**src/rtl/gray_pkg.sv**
```systemverilog
// gray_pkg: shared types for the Gray-code step tracker.
//   state_t : tracker FSM states (no reference / tracking / latched fault)
//   step_t  : classification of a new sample against the reference
package gray_pkg;

   typedef enum logic [1:0] {
      IDLE  = 2'd0,
      TRACK = 2'd1,
      FAULT = 2'd2
   } state_t;

   typedef enum logic [1:0] {
      NONE = 2'd0,
      UP   = 2'd1,
      DN   = 2'd2,
      ERR  = 2'd3
   } step_t;

endpackage

```
**src/rtl/gray_step_tracker_gray2bin.sv**
```systemverilog
// gray2bin: combinational Gray-to-binary converter, inverse of bin2gray.
//   g : Gray-coded word (WIDTH)
//   b : binary word, b[i] = XOR of g[WIDTH-1:i]
module gray2bin #(
   parameter int WIDTH = 4
) (
   input  logic [WIDTH-1:0] g,
   output logic [WIDTH-1:0] b
);

   for (genvar i = 0; i < WIDTH; i++) begin : g_bit
      assign b[i] = ^g[WIDTH-1:i];
   end

endmodule

```
**src/rtl/gray_step_tracker.sv**
```systemverilog
// gray_step_tracker: samples a Gray-coded position, converts it to binary and
// classifies each sample against the previous one (up / down / none / illegal).
// Keeps a signed position count, a saturating error count, and latches FAULT
// after ERR_LIMIT consecutive illegal jumps.
//   clk, rst_n        : clock, asynchronous active-low reset
//   gray_in, valid_in : Gray sample and its strobe
//   clear             : synchronous clear, wins over valid_in
//   binary_out        : binary of last accepted sample
//   step_up/dn/err    : one-cycle classification pulses
//   position          : signed accumulated steps (wraps)
//   err_count         : total illegal jumps (saturates)
//   locked, fault     : state is TRACK / FAULT
module gray_step_tracker
   import gray_pkg::*;
#(
   parameter int WIDTH     = 4,
   parameter int POS_W     = 16,
   parameter int ERR_W     = 8,
   parameter int ERR_LIMIT = 3
) (
   input  logic             clk,
   input  logic             rst_n,
   input  logic [WIDTH-1:0] gray_in,
   input  logic             valid_in,
   input  logic             clear,
   output logic [WIDTH-1:0] binary_out,
   output logic             step_up,
   output logic             step_dn,
   output logic             step_err,
   output logic [POS_W-1:0] position,
   output logic [ERR_W-1:0] err_count,
   output logic             locked,
   output logic             fault
);

   localparam logic [WIDTH-1:0] D_ONE = WIDTH'(1);
   localparam logic [ERR_W-1:0] LIMIT = ERR_W'(ERR_LIMIT);

   state_t           state_q, state_d;
   logic [WIDTH-1:0] ref_q, ref_d;
   logic [WIDTH-1:0] bin_d;
   logic [POS_W-1:0] pos_d;
   logic [ERR_W-1:0] errc_d;
   logic [ERR_W-1:0] consec_q, consec_d;
   logic             up_d, dn_d, err_d;

   logic [WIDTH-1:0] b_in;
   logic [WIDTH-1:0] delta;
   step_t            cls;

   gray2bin #(.WIDTH(WIDTH)) u_gray2bin (
      .g (gray_in),
      .b (b_in)
   );

   // modular difference makes 15->0 an up step and 0->15 a down step
   assign delta = b_in - ref_q;

   always_comb begin
      if (delta == '0)         cls = NONE;
      else if (delta == D_ONE) cls = UP;
      else if (delta == '1)    cls = DN;
      else                     cls = ERR;
   end

   always_ff @(posedge clk or negedge rst_n) begin
      if (!rst_n) begin
         state_q    <= IDLE;
         ref_q      <= '0;
         binary_out <= '0;
         position   <= '0;
         err_count  <= '0;
         consec_q   <= '0;
         step_up    <= 1'b0;
         step_dn    <= 1'b0;
         step_err   <= 1'b0;
      end else begin
         state_q    <= state_d;
         ref_q      <= ref_d;
         binary_out <= bin_d;
         position   <= pos_d;
         err_count  <= errc_d;
         consec_q   <= consec_d;
         step_up    <= up_d;
         step_dn    <= dn_d;
         step_err   <= err_d;
      end
   end

   always_comb begin
      state_d  = state_q;
      ref_d    = ref_q;
      bin_d    = binary_out;
      pos_d    = position;
      errc_d   = err_count;
      consec_d = consec_q;
      up_d     = 1'b0;
      dn_d     = 1'b0;
      err_d    = 1'b0;

      if (clear) begin
         state_d  = IDLE;
         ref_d    = '0;
         bin_d    = '0;
         pos_d    = '0;
         errc_d   = '0;
         consec_d = '0;
      end else if (valid_in) begin
         unique case (state_q)
            IDLE: begin
               ref_d   = b_in;
               bin_d   = b_in;
               state_d = TRACK;
            end
            TRACK: begin
               // resync to the new sample even on an illegal jump
               ref_d = b_in;
               bin_d = b_in;
               unique case (cls)
                  NONE: ;
                  UP: begin
                     up_d     = 1'b1;
                     pos_d    = position + POS_W'(1);
                     consec_d = '0;
                  end
                  DN: begin
                     dn_d     = 1'b1;
                     pos_d    = position - POS_W'(1);
                     consec_d = '0;
                  end
                  ERR: begin
                     err_d    = 1'b1;
                     consec_d = consec_q + ERR_W'(1);
                     if (err_count != '1) errc_d = err_count + ERR_W'(1);
                     if (consec_d >= LIMIT) state_d = FAULT;
                  end
                  default: ;
               endcase
            end
            FAULT: ;
            default: state_d = IDLE;
         endcase
      end
   end

   // decoded from the state register only, so no input-to-output path
   assign locked = (state_q == TRACK);
   assign fault  = (state_q == FAULT);

endmodule

```
**config.mk**
```make
export PLATFORM = sky130hd
export DESIGN_NAME = gray_step_tracker
export DESIGN_NICKNAME = d
export VERILOG_FILES = /design/src/rtl/gray_pkg.sv /design/src/rtl/gray_step_tracker_gray2bin.sv /design/src/rtl/gray_step_tracker.sv
export SDC_FILE = /design/constraint.sdc
export NUM_CORES = 1
export LEC_CHECK = 0
export BUFFER_PORTS_ARGS = -buffer_cell sky130_fd_sc_hd__buf_2
export CORE_AREA = 3 3 78 80
export CTS_CLUSTER_DIAMETER = 120
export DETAILED_ROUTE_END_ITERATION = 16
export DIE_AREA = 0 0 81 83
export PLACE_DENSITY = 0.72
export SYNTH_ARGS = -nofsm -noshare
export SYNTH_HDL_FRONTEND = slang
export SYNTH_SLANG_ARGS = --single-unit
```
**constraint.sdc**
```tcl
create_clock -name clk -period 4.9 [get_ports clk]
set_input_delay 0.245 -clock clk [delete_from_list [all_inputs] [get_ports clk]]
set_output_delay 0.245 -clock clk [all_outputs]
set_load 0.01 [all_outputs]
```
* Word-level counts from Yosys, hierarchy flattened
Index checks and enable logic that the tools add are counted.
** Word-level totals
- Input bits :: 8
- Flip-flop bits (word level) :: 41
- Logic and storage cells :: 80
- Output and inout port bits :: 33
** Cells by class
- $add $sub $neg :: 5
- Equality and inequality tests :: 11
- Multiplexer cells :: 36
- Order comparisons :: 1
- Reduce and logical (&&, ||, !) cells :: 19
** Operator list (number)
- 8-bit two-way mux :: 8
- 16-bit two-way mux :: 3
- 16-bit one-hot mux with 2 select lines :: 1
- 16-bit by 1-bit adder with 16-bit output (second input constant) :: 1
- 8-bit by 1-bit adder with 8-bit output (second input constant) :: 2
- 8-bit one-hot mux with 2 select lines :: 1
- 16-bit by 1-bit subtractor with 16-bit output (second input constant) :: 1
- 1-bit two-way mux :: 13
- 2-bit two-way mux :: 6
- 4-bit two-way mux :: 3
- 2-bit nonzero test :: 5
- 8-bit by 2-bit >= comparator with 1-bit output (second input constant) :: 1
- 8-bit != test (second input constant) :: 1
- 4-bit AND reduction :: 2
- 2-bit == test (second input constant) :: 3
- 3-bit by 2-bit != test with 1-bit output (second input constant) :: 2
- 2-bit one-hot mux with 3 select lines :: 1
- 3-bit AND reduction :: 2
- 3-bit nonzero test :: 2
- 2-bit by 1-bit == test with 1-bit output (second input constant) :: 2
- 4-bit by 1-bit == test with 1-bit output (second input constant) :: 1
- 4-bit == test (second input constant) :: 1
- 4-bit zero test :: 1
- 2-bit OR reduction :: 2
- 7 further kinds :: 7

* Longest topological paths before layout
Gate-level depths: netlist of the first run.
- Depth after elaboration :: 12
- Depth in mapped cells :: 19
- Mapped depth without buffers :: 19

* Cells and area by module
A second synthesis of the first run with hierarchy kept.
** Unflattened totals
- Cell total of the unflattened synthesis :: 309
- Area, all modules :: 2807.7 um2
** Modules (own cells, without submodules)
- gray_step_tracker :: area each 2757.6 um2, seq. area each 1026.0 um2, instances 1, cells an instance 304
- gray2bin :: area each 50.0 um2, seq. area each 0.0 um2, instances 1, cells an instance 5

* Worst setup path after synthesis of the first run
No wires, ideal clock.
- Path kind :: in2reg
- Start point :: in gray_in[2]
- End point :: reg position[15]
- Library setup time :: 0.128 ns
- Arrival time :: 4.288 ns
- Required time :: 4.772 ns
- Cell stages on the path :: 17
- Slack :: 0.484 ns
- Buffers on the path :: 0
- Path through :: xnor2_1 -> xnor2_1 -> xnor2_1 -> ha_1 -> inv_2 -> fa_1 -> xor2_1 -> nor3_1 -> a32o_1 -> ha_1 -> ha_1 -> a211oi_2 -> o211ai_2 -> a31o_1 -> a221oi_2 -> mux2i_1 -> mux2_1
** Between the ends
- Word-level cells in the longest chain between the ends :: 11
- Elaborated cells on any way between the ends :: 18
- Those cells by class :: 1 x add/sub; 4 x eq/ne; 7 x mux; 6 x reduce/logical
** RTL lines
- from (decl) :: line gray_step_tracker.sv:23 : input logic [WIDTH-1:0] gray_in,
- 4-bit parity (tied with other cells) :: line gray_step_tracker_gray2bin.sv:12 : assign b[i] = ^g[WIDTH-1:i];
- 4-bit subtractor * :: line gray_step_tracker.sv:57 : assign delta = b_in - ref_q;
- 4-bit == test :: line gray_step_tracker.sv:62 : else if (delta == '1) cls = DN;
- 1-bit two-way mux :: line gray_step_tracker.sv:62
- 2-bit two-way mux :: line gray_step_tracker.sv:61 : else if (delta == D_ONE) cls = UP;
- 2-bit two-way mux * :: line gray_step_tracker.sv:60 : if (delta == '0) cls = NONE;
- 2-bit == test or 2-bit by 1-bit == test with 1-bit output (tied branches) :: line gray_step_tracker.sv:119 : unique case (cls)
- 16-bit one-hot mux with 2 select lines :: line gray_step_tracker.sv:119
- 16-bit two-way mux :: line gray_step_tracker.sv:109 : unique case (state_q)
- 16-bit two-way mux :: line gray_step_tracker.sv:108 : end else if (valid_in) begin
- 16-bit two-way mux :: line gray_step_tracker.sv:101 : if (clear) begin
- to (signal assigned) :: line gray_step_tracker.sv:81 : position <= pos_d;
- to (decl) :: line gray_step_tracker.sv:30 : output logic [POS_W-1:0] position,
Mark *: on every way between the ends. The rest lies on a longest branch, timed or not. The select of a mux whose other input is x is not followed.
A chain may end at the register's enable or synchronous reset.

* Worst setup path after layout of the first run
- Start point :: in gray_in[3]
- End point :: reg position[15]
The elaborated chain is that of the path after synthesis.

==> flow_summary.yaml, run 1 <==
run_status:
  status: "completed"
logic_synthesis:
  synthArstFlopShare: 1.00
  synth-simple-area-share: 0.199
  yosys.cell_count.top_type: "dfrtp_1"
  synth_cell_types: 51
  syn_inst: 312
  synth_top_area_cell: "dfrtp_1"
  synth.cell_area_um2: 2800
  synthMuxAreaShare: 0.0112
  synth-edff-count: 0
  ys.flop_type: "dfrtp_1"
  ys_seq_elements: 41
  synth_top_family_by_area: "compound AO/OA/AOI/OAI gates"
  yosys.area_share.adder: 0.117
  synth_fp_nets: 345
  syn_area_per_cell_um2: 8.97
  seq_area_frac_synth: 0.366
  synth_common_cells: "41 x dfrtp_1, 33 x nand2_1, 25 x o21ai_1, 23 x ha_1, 20 x a21oi_1"
  yosys_warnings: 0
  synthTopCellsByArea: "dfrtp_1 37%, ha_1 10%, o21ai_1 4.5%, nand2_1 4.4%, a21oi_1 3.6%"
  synth-xor-area-share: 0.0594
  synth_compound_area_frac: 0.217
  synth_top_area_frac: 0.366
clock_network:
  numCtsBuffers: 5
  h-tree-depth: 2
  clk_latency_ns: 0.29
  clk_path_buf_depth: 2
  tritoncts: "done"
  cts_resized: 0
  clock_sinks: 41
  path_clk_slew_ns: 0.08
  clockRootBuffer: "clkbuf_8"
  hold_buffers: 0
  cts_setup_buffers: 0
layout:
  fin_nets: 388
  diodes: 0
  fin_area_um2: 3170
  syn2layout_area_growth_pct: 13.1
  fillCellCount: 518
  drive_gt1_frac: 0.167
critical_path:
  crit_arrival_ns: 4.60
  regToRegEndpoint: "position[15]$_DFFE_PN0P_"
  crit_end: "position[15]$_DFFE_PN0P_"
  r2r_setup_slack_ns: 0.77
  crit_path_end_kind: "register"
  required_ns: 5.07
  cp_max_fo: 11
  cp-startpoint: "gray_in[3]"
  cp-start-kind: "input port"
  path_class: "in2reg"
  reg2reg_from: "ref_q[1]$_DFFE_PN0P_"
  r2r_cells: 16
global_route:
  antenna_found_initial: 0
  gr-total-overflow: 0
  grt_pass1_vias: 2296
  grt_max_degree: 42
  grt.total_usage: 0.189
  grt_pass1_wl_um: 10200
timing:
  relSlewSlack: 0.398
  max_freq_mhz: 226
  finalCritPeriodShare: 0.903
  fin_setup_tns_ns: 0
  rsz0062_at_grt: "no"
  setup_viol: 0
  period_minus_slack_ns: 4.42
  tightest_slew_ns: 0.903
  slew_viol_final: 0
  finalHoldViolCount: 0
  worst_clock_skew_ns: 0.00588
power_and_ir_drop:
  peakVddDrop_mv: 0.140
  power_density_nw_per_um2: 265
  p_leak_nw: 1.58
min_path:
  min_path_type: "in2async"
place:
  io_buffer_count: 40
  place.gp.congestion: 0.850
  placedInstanceArea_um2: 3090
  place_hpwl_um: 4240
floorplan:
  die_h_um: 83
  core_um2: 5470
  initial_core_util: 0.512
  num_rows: 27
  fp.dieW_um: 81
  io_pins: 41
  dieArea_um2: 6720
detailed_routing:
  routed_wl_um: 5800
  wl_per_cell_um: 13.6
  via_per_inst: 5.50
  ant_nets: 0
  first_pass_iters: 4
  via_count: 2343
  drc: 0
  drtIter0Drc: 133
flow_run:
  max_cap_violations: 0
[per-stage QoR]
step / setup slack, ns / hold slack, ns / std cells / utilization / total power, W
after floorplan: 0.484 / -0.0506 / 312 / - / 0.000565
after global placement: 0.339 / 0.437 / 420 / 0.565 / 0.000636
after detailed placement: 0.145 / 0.439 / 420 / 0.565 / 0.000643
after CTS: 0.476 / 0.117 / 426 / 0.579 / 0.000856
after global routing: 0.0753 / 0.163 / 426 / 0.579 / 0.000904
final: 0.475 / 0.0757 / 426 / 0.579 / 0.000840
[how the worst min path moves through the flow]
stage                     startpoint  depth (start not counted)                 endpoint  slack, ns
after floorplan                rst_n                          0  consec_q[0]$_DFFE_PN0P_      -0.05
after global placement         rst_n                          1  position[6]$_DFFE_PN0P_       0.44
after detailed placement       rst_n                          1  position[5]$_DFFE_PN0P_       0.44
after CTS                      rst_n                          1  position[6]$_DFFE_PN0P_       0.12
after global routing           rst_n                          1  position[5]$_DFFE_PN0P_       0.16
final                          rst_n                          1  position[6]$_DFFE_PN0P_       0.08
[critical path: stages]
cell and delay [ns]:
buf_2 0.12, xnor2_1 0.26, xnor2_1 0.19, xnor2_1 0.18, ha_1 0.20, inv_2 0.04
fa_1 0.37, xor2_1 0.20, nor3_1 0.35, a32o_1 0.19, ha_1 0.41, buf_12 0.18
ha_1 0.29, a21oi_1 0.27, nand3_1 0.10, a31o_1 0.20, a221oi_2 0.23, mux2i_1 0.22
mux2_1 0.33
[power breakdown]
group          total, W  switching (W)  internal, W
Clock          0.000205       0.000111    0.0000938
Sequential     0.000361      0.0000114     0.000350
Combinational  0.000273       0.000161     0.000113
[cell usage in the layout, fill, tap and decap left out, types with 5 or more instances in the layout]
| master | Yosys | routed |
|---|---|---|
| and2_1 | 7 | 7 |
| inv_1 | 12 | 12 |
| nor3_1 | 8 | 8 |
| xnor2_1 | 11 | 11 |
| nand2b_1 | 7 | 7 |
| nor2_1 | 19 | 19 |
| clkbuf_8 | 0 | 5 |
| xor2_1 | 8 | 8 |
| o21ai_1 | 25 | 25 |
| a21oi_1 | 20 | 20 |
| dfrtp_1 | 41 | 41 |
| buf_2 | 4 | 40 |
| ha_1 | 23 | 23 |
| nand2_1 | 33 | 33 |
| nand3_1 | 11 | 11 |
| o21ai_0 | 11 | 11 |
| a21o_1 | 5 | 5 |
[flip-flops by register name, indices dropped and copies added (netlist names)]
register	cells
consec_q	8
ref_q	4
err_count	8
step_err	1
position	16
state_q	2
step_dn	1
step_up	1
[cell families (layout without fill, tap and decap cells)]
family	count (synthesis)	in the layout
compound gates	93	93
xor+xnor	19	19
fa+ha+maj	25	25
buf+inv	21	63
flops	41	41
mux	3	3
simple gates	110	110
[metal layers]
metal  share of wire  global-route usage  wire length [µm]  vias up
li1                -                   -                 -     1206
met1            0.46               0.247              2670     1094
met2            0.49               0.305              2850       35
met3           0.031              0.0358               178        8
met4           0.018              0.0691               102        0
met5               0                   0                 0        -
[cell type report]
| cell class | instances | area [µm²] | area share |
|---|---|---|---|
| flip-flops and latches | 41 | 1030 | 0.324 |
| clock inverters | 1 | 5.00 | 0.00158 |
| inverters | 14 | 52.6 | 0.0166 |
| clock buffers | 5 | 68.8 | 0.0217 |
| repair buffers | 43 | 235 | 0.0742 |
| well taps | 72 | 90.1 | 0.0284 |
| multi-input cells | 250 | 1690 | 0.534 |
(Power assumes the default switching activity.)
==> run 2: changes to the inputs <==
- clock period: 4.9 -> 5.7 ns (I/O delays scaled with it)
==> run 2 against run 1 <==
  * Highest routed layer unchanged
  * Final area is 0.47% lower
  * Largest cell class unchanged
  * Worst hold slack improved by 0.043 ns
  * Worst setup slack better by 0.44 ns
  * Core utilization decreased by 0.27 points
  * Clock power down 3%
  * Sequential power shrank 14%
  * Critical path depth down 1
  * Critical endpoint unchanged
  * Largest power group unchanged
  * Via count grew 0.77%
  * First-iteration DRC count fell by 26%
==> flow_summary.yaml, run 2 (synthesis results as in run 1) <==
clock_network:
  tritoncts: "done"
  clk_latency_ns: 0.30
  path_clk_slew_ns: 0.08
  cts_setup_buffers: 0
  hold_buffers: 0
  cts_resized: 0
  clk_path_buf_depth: 2
  numCtsBuffers: 5
  clock_sinks: 41
  h-tree-depth: 2
  clockRootBuffer: "clkbuf_8"
place:
  placedCellCount: 418
  dp_slack_ns: 0.553
  place_hpwl_um: 4220
  io_buffer_count: 40
  place.gp.congestion: 0.813
layout:
  drive_gt1_frac: 0.161
  fillCellCount: 497
  fin_nets: 386
  final_cell_mix: "41 x dfrtp_1, 40 x buf_2, 33 x nand2_1"
  stdcell_count: 425
  reg.largest.list: "position: 16 flops, consec_q: 8 flops, err_count: 8 flops"
  regMostFlops: "position"
  syn2layout_area_growth_pct: 12.6
  largest_reg_flops: 16
  final_common_cell: "dfrtp_1"
  diodes: 0
critical_path:
  crit_path_end_kind: "register"
  cp-start-kind: "input port"
  path_class: "in2reg"
  required_ns: 5.88
  crit_arrival_ns: 4.96
  cp_max_fo: 18
power_and_ir_drop:
  power_density_nw_per_um2: 232
  peakVddDrop_mv: 0.135
  p_leak_nw: 1.57
timing:
  period_minus_slack_ns: 4.78
  fin_ws_ns: 0.916
  tightest_slew_ns: 0.938
  rsz0062_at_grt: "no"
  finalCritPeriodShare: 0.839
  worst_clock_skew_ns: 0.00748
  slew_viol_final: 0
  relSlewSlack: 0.375
  finalHoldViolCount: 0
  max_freq_mhz: 209
  setup_viol: 0
  hold_slack_ns: 0.119
  fin_setup_tns_ns: 0
floorplan:
  num_rows: 27
  die_h_um: 83
  io_pins: 41
  dieArea_um2: 6720
  core_um2: 5470
  initial_core_util: 0.512
  fp.dieW_um: 81
detailed_routing:
  via_per_inst: 5.56
  via_count: 2361
  ant_nets: 0
  drc: 0
  drtIter0Drc: 99
  routed_wl_um: 5910
  first_pass_iters: 4
  wl_per_cell_um: 13.9
global_route:
  grt_max_degree: 42
  antenna_found_initial: 0
  gr-total-overflow: 0
  grt_pass1_wl_um: 10300
  grt.total_usage: 0.190
  grt_pass1_vias: 2286
flow_run:
  max_cap_violations: 0
run_status:
  status: "completed"
min_path:
  min_path_type: "in2async"
run 2: cell types whose count changed in the layout (fill, tap and decap cells not counted):
cell / change
clkbuf_1: +1
buf_4: -1
buf_12: -1
clkinv_2: -1
clkbuf_8: +1
run 2: final timing paths:
path	start	cells past startpoint	to	slack, ns
worst max-delay path	gray_in[3]	18	position[15]$_DFFE_PN0P_	0.92
worst min-delay path	rst_n	1	position[5]$_DFFE_PN0P_	0.12
worst min register to register	state_q[0]$_DFFE_PN0P_	1	state_q[0]$_DFFE_PN0P_	0.50
worst max register to register	ref_q[1]$_DFFE_PN0P_	15	position[15]$_DFFE_PN0P_	1.35
min in group clk	valid_in	2	state_q[1]$_DFFE_PN0P_	0.26
max in group asynchronous	rst_n	1	position[15]$_DFFE_PN0P_	4.99
run 2: power by group:
part / switching (W) / internal, W
Sequential: 0.00000968 / 0.000301
Combinational: 0.000137 / 0.0000871
Clock: 0.000102 / 0.0000962
run 2: layout make-up:
cell class	instances	area, µm²	share of cell area
multi-input combinational	250	1690	0.536
sequential	41	1030	0.325
timing repair buffer	41	208	0.0659
tap	72	90.1	0.0286
clock buffer	7	86.3	0.0274
inverter	14	52.6	0.0167
run 2: critical path, cell delays in order:
cell      delay, ns
buf_2          0.12
xnor2_1        0.16
xnor2_1        0.41
xnor2_1        0.20
ha_1           0.19
inv_2          0.04
fa_1           0.37
xor2_1         0.20
nor3_1         0.36
a32o_1         0.19
ha_1           0.59
ha_1           0.38
a211oi_2       0.29
o211ai_2       0.13
a31o_1         0.25
a221oi_2       0.23
mux2i_1        0.22
mux2_1         0.33
run 2: stage by stage:
| stage | util | cell area, µm² | power, W |
|---|---|---|---|
| finish | 0.576 | 3150 | 0.000733 |
| global route | 0.576 | 3150 | 0.000785 |
| CTS | 0.576 | 3150 | 0.000740 |
| detailed placement | 0.560 | 3070 | 0.000541 |
| global placement | 0.560 | 3070 | 0.000534 |
| floorplan | - | 2800 | 0.000486 |
run 2: per-layer routing:
layer  vias to the layer above  GRT usage  routed length (µm)
li1                       1210          -                   -
met1                      1111      0.239                2720
met2                        34      0.320                2900
met3                         6     0.0412                 208
met4                         0     0.0568                  71
met5                         -          0                   0
